File: config.mk
export PLATFORM = sky130hd
export DESIGN_NAME = debounced_counter
export DESIGN_NICKNAME = d
export VERILOG_FILES = /design/src/rtl/debounced_counter_pkg.sv /design/src/rtl/button_debouncer.sv /design/src/rtl/debounced_counter.sv
export SDC_FILE = /design/constraint.sdc
export NUM_CORES = 1
export LEC_CHECK = 0
export CAP_MARGIN = 0
export CORE_MARGIN = 2
export CORE_UTILIZATION = 31
export CTS_CLUSTER_SIZE = 14
export DETAILED_ROUTE_END_ITERATION = 12
export PLACE_DENSITY = 0.56
export SYNTH_ARGS = -nofsm -noshare
export SYNTH_HDL_FRONTEND = slang
export SYNTH_HIERARCHICAL = 1
export SYNTH_SLANG_ARGS = --single-unit
export TNS_END_PERCENT = 20
File: constraint.sdc
create_clock -name clk -period 2.91 [get_ports clk]
set_clock_uncertainty 0.05 [all_clocks]
set_input_delay 0.291 -clock clk [delete_from_list [all_inputs] [get_ports clk]]
set_output_delay 0.291 -clock clk [all_outputs]
set_load 0.02 [all_outputs]
File: src/rtl/debounced_counter_pkg.sv
// Shared helpers for the debounced button counter: stability counter sizing
// and the encoding of the per-cycle count update decision.
package debounced_counter_pkg;

  typedef enum logic [1:0] {
    UPD_NONE,
    UPD_CLR,
    UPD_UP,
    UPD_DN
  } upd_e;

  // Stability counter must be able to hold DEBOUNCE_CYCLES-1 (and never be 0 bits wide).
  function automatic int stab_cnt_w(input int cycles);
    return (cycles < 1) ? 1 : $clog2(cycles + 1);
  endfunction

endpackage

File: src/rtl/button_debouncer.sv
// Synchronises and debounces one raw active-low button; emits a one-cycle
// press_pulse on each accepted released->pressed transition.
module button_debouncer
  import debounced_counter_pkg::*;
#(
  parameter int DEBOUNCE_CYCLES = 120000,
  parameter int SYNC_STAGES     = 2
) (
  input  logic clk,
  input  logic rst_n,
  input  logic btn_n,
  output logic pressed,
  output logic press_pulse
);

  localparam int            CW   = stab_cnt_w(DEBOUNCE_CYCLES);
  localparam logic [CW-1:0] LAST = CW'(DEBOUNCE_CYCLES - 1);

  logic [SYNC_STAGES-1:0] sync_q;
  logic                   btn_s;
  logic                   state_q, state_d;
  logic [CW-1:0]          cnt_q, cnt_d;
  logic                   pulse_q, pulse_d;

  assign btn_s = sync_q[SYNC_STAGES-1];

  always_ff @(posedge clk or negedge rst_n) begin
    if (!rst_n) begin
      sync_q  <= '1;
      state_q <= 1'b1;
      cnt_q   <= '0;
      pulse_q <= 1'b0;
    end else begin
      sync_q  <= {sync_q[SYNC_STAGES-2:0], btn_n};
      state_q <= state_d;
      cnt_q   <= cnt_d;
      pulse_q <= pulse_d;
    end
  end

  // Any cycle where the synchronised input agrees with the accepted state restarts the count.
  always_comb begin
    state_d = state_q;
    cnt_d   = '0;
    pulse_d = 1'b0;
    if (btn_s != state_q) begin
      if (cnt_q == LAST) begin
        state_d = btn_s;
        pulse_d = ~btn_s;
      end else begin
        cnt_d = cnt_q + CW'(1);
      end
    end
  end

  assign pressed     = ~state_q;
  assign press_pulse = pulse_q;

endmodule

File: src/rtl/debounced_counter.sv
// Up/down/clear counter driven by three debounced active-low pushbuttons;
// each accepted press yields exactly one count update and one evt pulse.
module debounced_counter
  import debounced_counter_pkg::*;
#(
  parameter int WIDTH           = 4,
  parameter int DEBOUNCE_CYCLES = 120000,
  parameter int SYNC_STAGES     = 2,
  parameter int SATURATE        = 0
) (
  input  logic             clk,
  input  logic             rst_n,
  input  logic             btn_up_n,
  input  logic             btn_dn_n,
  input  logic             btn_clr_n,
  output logic [WIDTH-1:0] count,
  output logic             at_max,
  output logic             at_min,
  output logic             evt
);

  if (WIDTH < 1) begin : g_bad_width
    $error("debounced_counter: WIDTH must be >= 1");
  end
  if (DEBOUNCE_CYCLES < 1) begin : g_bad_debounce
    $error("debounced_counter: DEBOUNCE_CYCLES must be >= 1");
  end
  if (SYNC_STAGES < 2) begin : g_bad_sync
    $error("debounced_counter: SYNC_STAGES must be >= 2");
  end

  localparam logic [WIDTH-1:0] MAX = '1;

  logic up_pressed, dn_pressed, clr_pressed;
  logic up_pulse, dn_pulse, clr_pulse;
  logic up_stb, dn_stb, clr_stb;

  logic [WIDTH-1:0] count_q, count_d;
  logic             evt_q, evt_d;
  upd_e             upd;

  button_debouncer #(.DEBOUNCE_CYCLES(DEBOUNCE_CYCLES), .SYNC_STAGES(SYNC_STAGES)) u_up (
    .clk(clk), .rst_n(rst_n), .btn_n(btn_up_n), .pressed(up_pressed), .press_pulse(up_pulse)
  );
  button_debouncer #(.DEBOUNCE_CYCLES(DEBOUNCE_CYCLES), .SYNC_STAGES(SYNC_STAGES)) u_dn (
    .clk(clk), .rst_n(rst_n), .btn_n(btn_dn_n), .pressed(dn_pressed), .press_pulse(dn_pulse)
  );
  button_debouncer #(.DEBOUNCE_CYCLES(DEBOUNCE_CYCLES), .SYNC_STAGES(SYNC_STAGES)) u_clr (
    .clk(clk), .rst_n(rst_n), .btn_n(btn_clr_n), .pressed(clr_pressed), .press_pulse(clr_pulse)
  );

  // A pulse is only issued together with the pressed state, so this qualifier never drops one.
  assign up_stb  = up_pulse  & up_pressed;
  assign dn_stb  = dn_pulse  & dn_pressed;
  assign clr_stb = clr_pulse & clr_pressed;

  always_ff @(posedge clk or negedge rst_n) begin
    if (!rst_n) begin
      count_q <= '0;
      evt_q   <= 1'b0;
    end else begin
      count_q <= count_d;
      evt_q   <= evt_d;
    end
  end

  always_comb begin
    upd = UPD_NONE;
    if (clr_stb)               upd = UPD_CLR;
    else if (up_stb && dn_stb) upd = UPD_NONE;
    else if (up_stb)           upd = UPD_UP;
    else if (dn_stb)           upd = UPD_DN;
  end

  always_comb begin
    count_d = count_q;
    evt_d   = 1'b0;
    case (upd)
      UPD_CLR: begin
        count_d = '0;
        evt_d   = 1'b1;
      end
      UPD_UP: begin
        evt_d = 1'b1;
        if (!(SATURATE != 0 && count_q == MAX)) count_d = count_q + WIDTH'(1);
      end
      UPD_DN: begin
        evt_d = 1'b1;
        if (!(SATURATE != 0 && count_q == '0)) count_d = count_q - WIDTH'(1);
      end
      default: ;
    endcase
  end

  assign count  = count_q;
  assign evt    = evt_q;
  assign at_max = (count_q == MAX);
  assign at_min = (count_q == '0);

endmodule

Yosys cells after proc, flatten, opt, wreduce, memory -nomap -nowiden
Cells that the tools add are included.
{ "op_classes": {"n_mul": 0, "n_div": 0, "shifts": 0, "reduce_logical": 7, "magnitude_cmp": 0, "n_addsub": 5, "bitwise": 9, "mux": 18, "eq_ne": 10} }
{ "op_table": {"columns": ["op", "count"], "rows": [
  ["17-bit 2-to-1 mux", 6],
  ["17-bit by 1-bit adder with 17-bit output (second input constant)", 3],
  ["17-bit == test (second input constant)", 3],
  ["4-bit case mux with 3 select lines", 1],
  ["2-bit 2-to-1 mux", 4],
  ["1-bit 2-to-1 mux", 7],
  ["1-bit NOT", 6],
  ["2-bit AND reduction", 3],
  ["4-bit by 1-bit adder with 4-bit output (second input constant)", 1],
  ["2-bit == test (second input constant)", 2],
  ["4-bit == test (second input constant)", 1],
  ["4-bit zero test", 1],
  ["4-bit by 1-bit subtractor with 4-bit output (second input constant)", 1],
  ["1-bit AND", 3],
  ["1-bit inequality test", 3],
  ["3-bit nonzero test", 1],
  ["3-bit OR reduction", 1],
  ["2-bit by 1-bit == test with 1-bit output (second input constant)", 1],
  ["1-bit logical AND", 1]
]} }
{ "word_totals": {"mem_bits_ro": 0, "out_inout_bits": 7, "register_bits": 68, "latchBits": 0, "mem_bits_rw": 0, "memories": 0} }

Depth between registers and ports, before layout
Gate-level depths: netlist of run 1.
{ "depth": {"depth_word": 9, "ltp_mapped": 10, "ltp_nobuf": 10} }

By module
The synthesis of run 1 kept the hierarchy.
{ "by_module_without_submodules": {"columns": ["mod", "area_each_um2", "cells_each", "instances"], "rows": [
  ["button_debouncer", 1013.5, 95, 3],
  ["debounced_counter", 372.9, 43, 1]
]} }

Least setup slack after synthesis of run 1
No wires, ideal clock.
{ "synth_timing": {"path_type": "register to register", "from": "register u_dn.state_q", "to": "register count_q[2] (netlist: count[2])", "stages_incl_launch_ff": 11, "slack_ns": 0.804, "t_arrival_ns": 1.931, "cell_sequence": "dfstp_2 > inv_1 > and2_1 > ha_1 > inv_1 > nand3_1 > xnor2_1 > ha_1 > o21a_1 > o21ai_0 > a21oi_1"} }
{ "synth_via": {"elab_chain_cells": 8, "word_cells_on_any_way": 12} }
{ "synth_rtl": {"columns": ["item", "line", "text"], "rows": [
  ["from (decl)", "button_debouncer.sv:21", "logic state_q, state_d;"],
  ["from (signal assigned)", "button_debouncer.sv:35", "state_q <= state_d;"],
  ["1-bit NOT (*)", "button_debouncer.sv:56", "assign pressed = ~state_q;"],
  ["net dn_pressed", "debounced_counter.sv:34", "logic up_pressed, dn_pressed, clr_pressed;"],
  ["1-bit AND (*)", "debounced_counter.sv:54", "assign dn_stb = dn_pulse & dn_pressed;"],
  ["2-bit 2-to-1 mux", "debounced_counter.sv:72", "else if (dn_stb) upd = UPD_DN;"],
  ["2-bit 2-to-1 mux", "debounced_counter.sv:71", "else if (up_stb) upd = UPD_UP;"],
  ["2-bit 2-to-1 mux (*)", "debounced_counter.sv:70", "else if (up_stb && dn_stb) upd = UPD_NONE;"],
  ["2-bit 2-to-1 mux (*)", "debounced_counter.sv:69", "if (clr_stb) upd = UPD_CLR;"],
  ["2-bit == test / 2-bit by 1-bit == test with 1-bit output (equally long branches)", "debounced_counter.sv:78", "case (upd)"],
  ["4-bit case mux with 3 select lines / 3-bit nonzero test (equally long branches)", null, null],
  ["to (signal assigned)", "debounced_counter.sv:62", "count_q <= count_d;"],
  ["to (decl)", "debounced_counter.sv:38", "logic [WIDTH-1:0] count_q, count_d;"]
]} }
Mark *: on every way through the listed nets, which the timed path passes. The rest lies on a longest branch.
A chain may end at the register's enable or synchronous reset.

Final worst setup path of run 1
Ends and elaborated chain as after synthesis.

==> run metrics, run 1 <==
EDFF count, synth=0; routed len/inst=12.4 um; Hold Vio Cnt, Final=0; Crit path arrival time=2.42 ns; maximum fanout along the worst path=6; startpoint-to-endpoint class of the critical path=flop to flop; Cell variety after synth=39; Setup crit start kind=flop; fmax=445 MHz; number of slew-limit violations in the final report=0; Pwr Density=483 nW/um^2; vias per std cell=4.84; count of standard-cell rows=38; post-cts hold buffer count=0; Worst-path clk slew=0.07 ns; asr flop ratio synth=100%; Worst Tran Pin Value=0.828 ns; number of iterations in the first detailed-routing pass=4; antenna violations before repair=0; Filler Cells Inserted=1072; routed wire length=6020 um; num ports=12; layout cells sized above 1=15.0%; Net count, final=351; Post-Place Worst Slack=0.674 ns; Chip Height=109 um; Initial Util=31.6%; minimum clock period after layout=2.25 ns; setup repair after global routing missed its margin=no; result of the run=finished clean; weighted congestion reported at the end of routability-driven placement=0.754; static power due to leakage=1.46 nW; synthesized flop and latch total=68; ANT nets after route=0; CTS resizes=0; # Post-CTS Setup Buffers=0; clock buffer depth=2; Synth Warn #=6; average cell area after synthesis=10.4 um^2; post-synthesis cell area=3410 um^2; DRC Markers=0; Most used DFF post-synth=sky130_fd_sc_hd__dfrtp_1; placeable core area=10800 um^2; count of input and output buffers=11; most common library cell in the layout ignoring fill and taps=sky130_fd_sc_hd__nor2_1; global route total overflow=0; placed wire-length estimate after detailed placement=3970 um; highest-count cells in the layout ignoring fill and taps=sky130_fd_sc_hd__nor2_1 (62), sky130_fd_sc_hd__dfrtp_1 (59), sky130_fd_sc_hd__xnor2_1 (37); net count of the mapped netlist=338; Synth area leader=sky130_fd_sc_hd__dfrtp_1; number of CTS-inserted buffers=9; worst path required time=3.08 ns; DRC marker count from the first detailed-route iteration=92; vias in the first global route=2353; Max-Cap Viols=0; post-synth top area share=43.3%; relative area change from synthesis to final layout=12.5%; DR vias=2351; Total GRT Usage=11.3%; clk_lat worst skew=0.34 ns; setup TNS after final layout=0 ns; die footprint=11900 um^2; post-synthesis instance total=328; largest net degree at the start of global routing=69; worst relative slew slack=44.8%; overall die width=109 um; worst hold-check path type=primary input to async pin; maximum vdd ir drop=0.000186 V; clock sink count=68; TritonCTS clock tree=yes; sequential-to-total area share from yosys stat=50.2%; Root Driver=sky130_fd_sc_hd__clkbuf_8; CP Capture Type=flop; CTS H-tree depth=3; final worst-path cycle share=77.3%; global-route wire length before repair=10800 um; number of diodes added for antenna fixing=0; biggest area contributors in the synthesized netlist=sky130_fd_sc_hd__dfrtp_1 (43%), sky130_fd_sc_hd__xnor2_1 (9.5%), sky130_fd_sc_hd__dfstp_2 (6.9%), sky130_fd_sc_hd__nor2_1 (6.8%), sky130_fd_sc_hd__nand4_1 (2.7%); least setup slack across all paths after layout=0.662 ns; Setup violations, final=0
## through the flow
| step | hold slack (ns) | cells | area, um^2 | power [mW] | utilization (%) |
|---|---|---|---|---|---|
| CTS | 0.120 | 486 | 3840 | 1.89 | 35.6 |
| finish | 0.0923 | 486 | 3840 | 1.85 | 35.6 |
| global route | 0.172 | 486 | 3840 | 1.94 | 35.6 |
| detailed placement | 0.298 | 470 | 3630 | 1.05 | 33.6 |
| global placement | 0.298 | 470 | 3630 | 1.05 | 33.6 |
| floorplan | -0.0546 | 328 | 3410 | 1.03 | - |
## worst max-delay path, cell delays in order (launching register included)
cell                      delay (ns)
sky130_fd_sc_hd__dfstp_2        0.55
sky130_fd_sc_hd__inv_1          0.05
sky130_fd_sc_hd__and2_1         0.13
sky130_fd_sc_hd__ha_1           0.36
sky130_fd_sc_hd__inv_1          0.11
sky130_fd_sc_hd__nand3_1        0.09
sky130_fd_sc_hd__xnor2_1        0.15
sky130_fd_sc_hd__ha_1           0.23
sky130_fd_sc_hd__o21a_1         0.18
sky130_fd_sc_hd__o21ai_0        0.15
sky130_fd_sc_hd__a21oi_1        0.08
## sequential cells by signal, indices dropped and copies added (netlist names), 2 cells and up
signal,flops
count,4
u_clr/cnt_q,17
u_clr/sync_q,2
u_dn/cnt_q,17
u_dn/sync_q,2
u_up/cnt_q,17
u_up/sync_q,2
## layer usage
layer | vias to the layer above | routed length [um] | GRT usage [%]
li1 | 1166 | - | -
met1 | 1154 | 3080 | 15.6
met2 | 25 | 2700 | 17.3
met3 | 6 | 161 | 2.87
met4 | 0 | 75 | 3.85
met5 | - | 0 | 0
## where the power goes
| group | switching [mW] | internal (mW) | leakage (nW) |
|---|---|---|---|
| Clock | 0.352 | 0.467 | 0.110 |
| Combinational | 0.0378 | 0.0180 | 0.438 |
| Sequential | 0.0157 | 0.963 | 0.911 |
| Total | 0.405 | 1.45 | 1.46 |
## cell families (layout without fill, tap and decap cells)
| group | Yosys count | count (layout) | share of synthesized area [%] |
|---|---|---|---|
| mux | 3 | 3 | 1.32 |
| compound gates | 18 | 18 | 4.11 |
| flops | 68 | 68 | 50.2 |
| buf+inv | 22 | 40 | 3.52 |
| simple gates | 166 | 166 | 27.2 |
| xor+xnor | 46 | 46 | 11.8 |
| fa+ha+maj | 5 | 5 | 1.83 |
## synth_stat cells, types with 3 or more instances
cell type,number
sky130_fd_sc_hd__o21ba_2,3
sky130_fd_sc_hd__and4_2,3
sky130_fd_sc_hd__mux2_4,3
sky130_fd_sc_hd__nor4_1,10
sky130_fd_sc_hd__ha_1,5
sky130_fd_sc_hd__xor2_1,9
sky130_fd_sc_hd__nor4_2,3
sky130_fd_sc_hd__or4_4,3
sky130_fd_sc_hd__dfstp_2,9
sky130_fd_sc_hd__buf_2,3
sky130_fd_sc_hd__clkbuf_2,3
sky130_fd_sc_hd__buf_6,4
sky130_fd_sc_hd__xnor2_1,37
sky130_fd_sc_hd__nand2_1,17
sky130_fd_sc_hd__nand4_1,15
sky130_fd_sc_hd__dfrtp_1,59
sky130_fd_sc_hd__nand2_4,3
sky130_fd_sc_hd__and3_2,3
sky130_fd_sc_hd__a31oi_1,3
sky130_fd_sc_hd__inv_1,12
sky130_fd_sc_hd__nand3_2,3
sky130_fd_sc_hd__nand4b_1,9
sky130_fd_sc_hd__nor2_1,62
sky130_fd_sc_hd__nand4bb_1,3
sky130_fd_sc_hd__nand3_1,13
sky130_fd_sc_hd__nor3_1,14
## layout make-up
class,instances,area (um^2),share of cell area [%]
clock buffer,13,169,4.40
clock inverter,3,43.8,1.14
timing repair buffer,12,113,2.93
inverter,12,45.0,1.17
multi-input combinational,238,1580,41.2
tap,140,175,4.56
sequential,68,1710,44.6
## worst paths after layout
kind | cells after the start | slack (ns) | startpoint | to
worst max-delay path | 10 | 0.66 | u_dn/state_q$_DFFE_PN1P_ | count[2]$_DFFE_PN0P_
worst min-delay path | 2 | 0.09 | rst_n | u_dn/cnt_q[16]$_DFF_PN0_
worst max register to register | 10 | 0.66 | u_dn/state_q$_DFFE_PN1P_ | count[2]$_DFFE_PN0P_
worst min register to register | 0 | 0.31 | u_dn/sync_q[0]$_DFF_PN1_ | u_dn/sync_q[1]$_DFF_PN1_
max in group asynchronous | 2 | 2.18 | rst_n | u_dn/cnt_q[8]$_DFF_PN0_
min in group clk | 0 | 0.31 | u_dn/sync_q[0]$_DFF_PN1_ | u_dn/sync_q[1]$_DFF_PN1_
Note: power is estimated with default switching activity, not from simulation.
==> inputs of run 2 (changes only) <==
PLACE_DENSITY = 0.58   (was 0.56)
clock period = 1.87 ns   (was 2.91 ns; I/O delays follow)
==> run 2 against run 1 <==
Net effect: clock power grew 39%; register-to-register slack lost 0.71 ns; critical path depth is the same; sequential cell count is the same; cell count grew 6.6%; total power grew 49%; die area is the same; count of clock-buffer cells in the layout shrank 2; global-route usage grew 0.74 points; worst setup slack lost 0.71 ns; the flow now finishes with violations (negative setup slack); utilization grew 2.5 points; routed wire length grew 6.2%.
==> run metrics, run 2 (synthesis results as in run 1) <==
DRC marker count from the first detailed-route iteration=146; # placed instances=501; number of CTS-inserted buffers=9; number of slew-limit violations in the final report=0; most common library cell in the layout ignoring fill and taps=sky130_fd_sc_hd__nor2_1; multi-input logic area=1640 um^2; violations in the final reports=negative setup slack; antenna violations before repair=0; Max stage delay on crit path=0.54 ns; highest-count cells in the layout ignoring fill and taps=sky130_fd_sc_hd__nor2_1 (62), sky130_fd_sc_hd__dfrtp_1 (59), sky130_fd_sc_hd__xnor2_1 (36); routed len/inst=12.3 um; Max-Cap Viols=0; DRC Markers=0; fmax=521 MHz; global-route wire length before repair=11300 um; Filler Cells Inserted=1052; placed wire-length estimate after detailed placement=4470 um; cell type group with the largest total delay on the critical path=flip-flops; number of diodes added for antenna fixing=0; worst relative slew slack=70.6%; Worst Tran Pin Value=0.440 ns; startpoint-to-endpoint class of the critical path=flop to flop; Chip Height=109 um; TritonCTS clock tree=yes; number of buffer and inverter stages on the critical path=2; num ports=12; Setup violations, final=1; clock buffer depth=2; clock sink count=68; Root Driver=sky130_fd_sc_hd__clkbuf_8; setup slack on the worst flop-to-flop path=-0.05 ns; Initial Util=31.6%; placeable core area=10800 um^2; weighted congestion reported at the end of routability-driven placement=0.818; maximum vdd ir drop=0.000318 V; terminating pin of the worst hold path=u_clr/sync_q[0]$_DFF_PN1_; setup repair after global routing missed its margin=yes; Setup crit start kind=flop; maximum fanout along the worst path=4; Cells on Worst Hold Path=1; count of input and output buffers=11; Hold Vio Cnt, Final=0; worst path required time=2.04 ns; terminus of the critical flop-to-flop path=count[2]$_DFFE_PN0P_; Total GRT Usage=12.1%; overall die width=109 um; relative area change from synthesis to final layout=20.5%; result of the run=finished with violations; crit path cell chain=inv_2 -> and2_4 -> ha_4 -> inv_2 -> nand3_2 -> xnor2_2 -> ha_4 -> o21a_1 -> o21ai_2 -> a21oi_1; layout cells sized above 1=24.3%; FF/Latch Area=1710 um^2; largest net degree at the start of global routing=35; vias in the first global route=2462; Finished Layout Cells=518; # Post-CTS Setup Buffers=0; count of standard-cell rows=38; R2R depth=10; routed wire length=6390 um; minimum clock period after layout=1.92 ns; Pwr Density=672 nW/um^2; startpoint of the worst hold path=btn_clr_n; die footprint=11900 um^2; Worst path slowest cell=sky130_fd_sc_hd__dfstp_2; final worst-path cycle share=103%; vias per std cell=4.73; Worst-path clk slew=0.07 ns; global route total overflow=0; least setup slack across all paths after layout=-0.0484 ns; number of iterations in the first detailed-routing pass=7; CP Capture Type=flop; Crit path arrival time=2.09 ns; static power due to leakage=1.62 nW; DR vias=2450; clk_lat worst skew=0.34 ns; CTS H-tree depth=3; setup TNS after final layout=-0.0484 ns; worst hold-check path type=primary input to flop; Net count, final=383; ANT nets after route=0; R2R Path Start=u_dn/state_q$_DFFE_PN1P_; top flop regs=u_clr/cnt_q: 17 flops, u_dn/cnt_q: 17 flops, u_up/cnt_q: 17 flops
[run 2: cell types whose count changed in the layout (fill, tap and decap cells not counted), sizes merged]
cell           change
clkdlybuf4s50      -2
dlygate4sd3        +1
buf               +31
clkinv             +1
clkinvlp           +1
dlygate4sd2        +2
clkbuf             -2
[run 2: final cells by class]
type	instances	share of cell area, %
Tap cell	140	4.26
Clock buffer	11	3.19
Multi-Input combinational cell	238	39.9
Sequential cell	68	41.6
Clock inverter	5	1.28
Inverter	12	1.10
Timing Repair Buffer	44	8.58
[run 2: how the worst max path moves through the flow]
stage | start | cells past startpoint | slack [ns] | endpoint
floorplan | u_dn/state_q$_DFFE_PN1P_ | 10 | 0.01 | count[2]$_DFFE_PN0P_
global placement | u_dn/state_q$_DFFE_PN1P_ | 10 | 0.02 | count[2]$_DFFE_PN0P_
detailed placement | u_dn/state_q$_DFFE_PN1P_ | 10 | -0.04 | count[2]$_DFFE_PN0P_
CTS | u_dn/state_q$_DFFE_PN1P_ | 10 | -0.06 | count[2]$_DFFE_PN0P_
global route | u_dn/state_q$_DFFE_PN1P_ | 10 | -0.12 | count[2]$_DFFE_PN0P_
finish | u_dn/state_q$_DFFE_PN1P_ | 10 | -0.05 | count[2]$_DFFE_PN0P_
[run 2: what timing repair did]
item	4_1_cts	5_1_grt
pin swaps	1	0
gates resized for setup	3	5
setup endpoints to repair	4	3
hold buffers	1	0
hold endpoints to repair	59	0
[run 2: layer usage]
metal,global-route usage [%],part of all wire [%],vias up
li1,-,-,1235
met1,15.9,48,1181
met2,18.7,48,25
met3,4.30,3.1,9
met4,3.30,1.2,0
met5,0,0,-
[run 2: where the power goes]
part	internal [mW]	leakage (nW)	switching (mW)
clock network	0.610	0.0931	0.530
registers	1.50	0.911	0.0240
logic	0.0366	0.615	0.0629
[run 2: stage by stage]
step | util [%] | total power [mW] | hold WS, ns | cell area, um^2 | setup WS (ns)
2_1_floorplan | - | 1.60 | -0.159 | 3440 | 0.00980
4_1_cts | 37.8 | 2.81 | 0.189 | 4080 | -0.0554
3_5_place_dp | 36.0 | 1.65 | 0.231 | 3880 | -0.0430
6_report | 38.1 | 2.76 | 0.209 | 4110 | -0.0484
3_3_place_gp | 36.0 | 1.65 | 0.230 | 3880 | 0.0182
5_1_grt | 38.1 | 2.89 | 0.193 | 4110 | -0.123
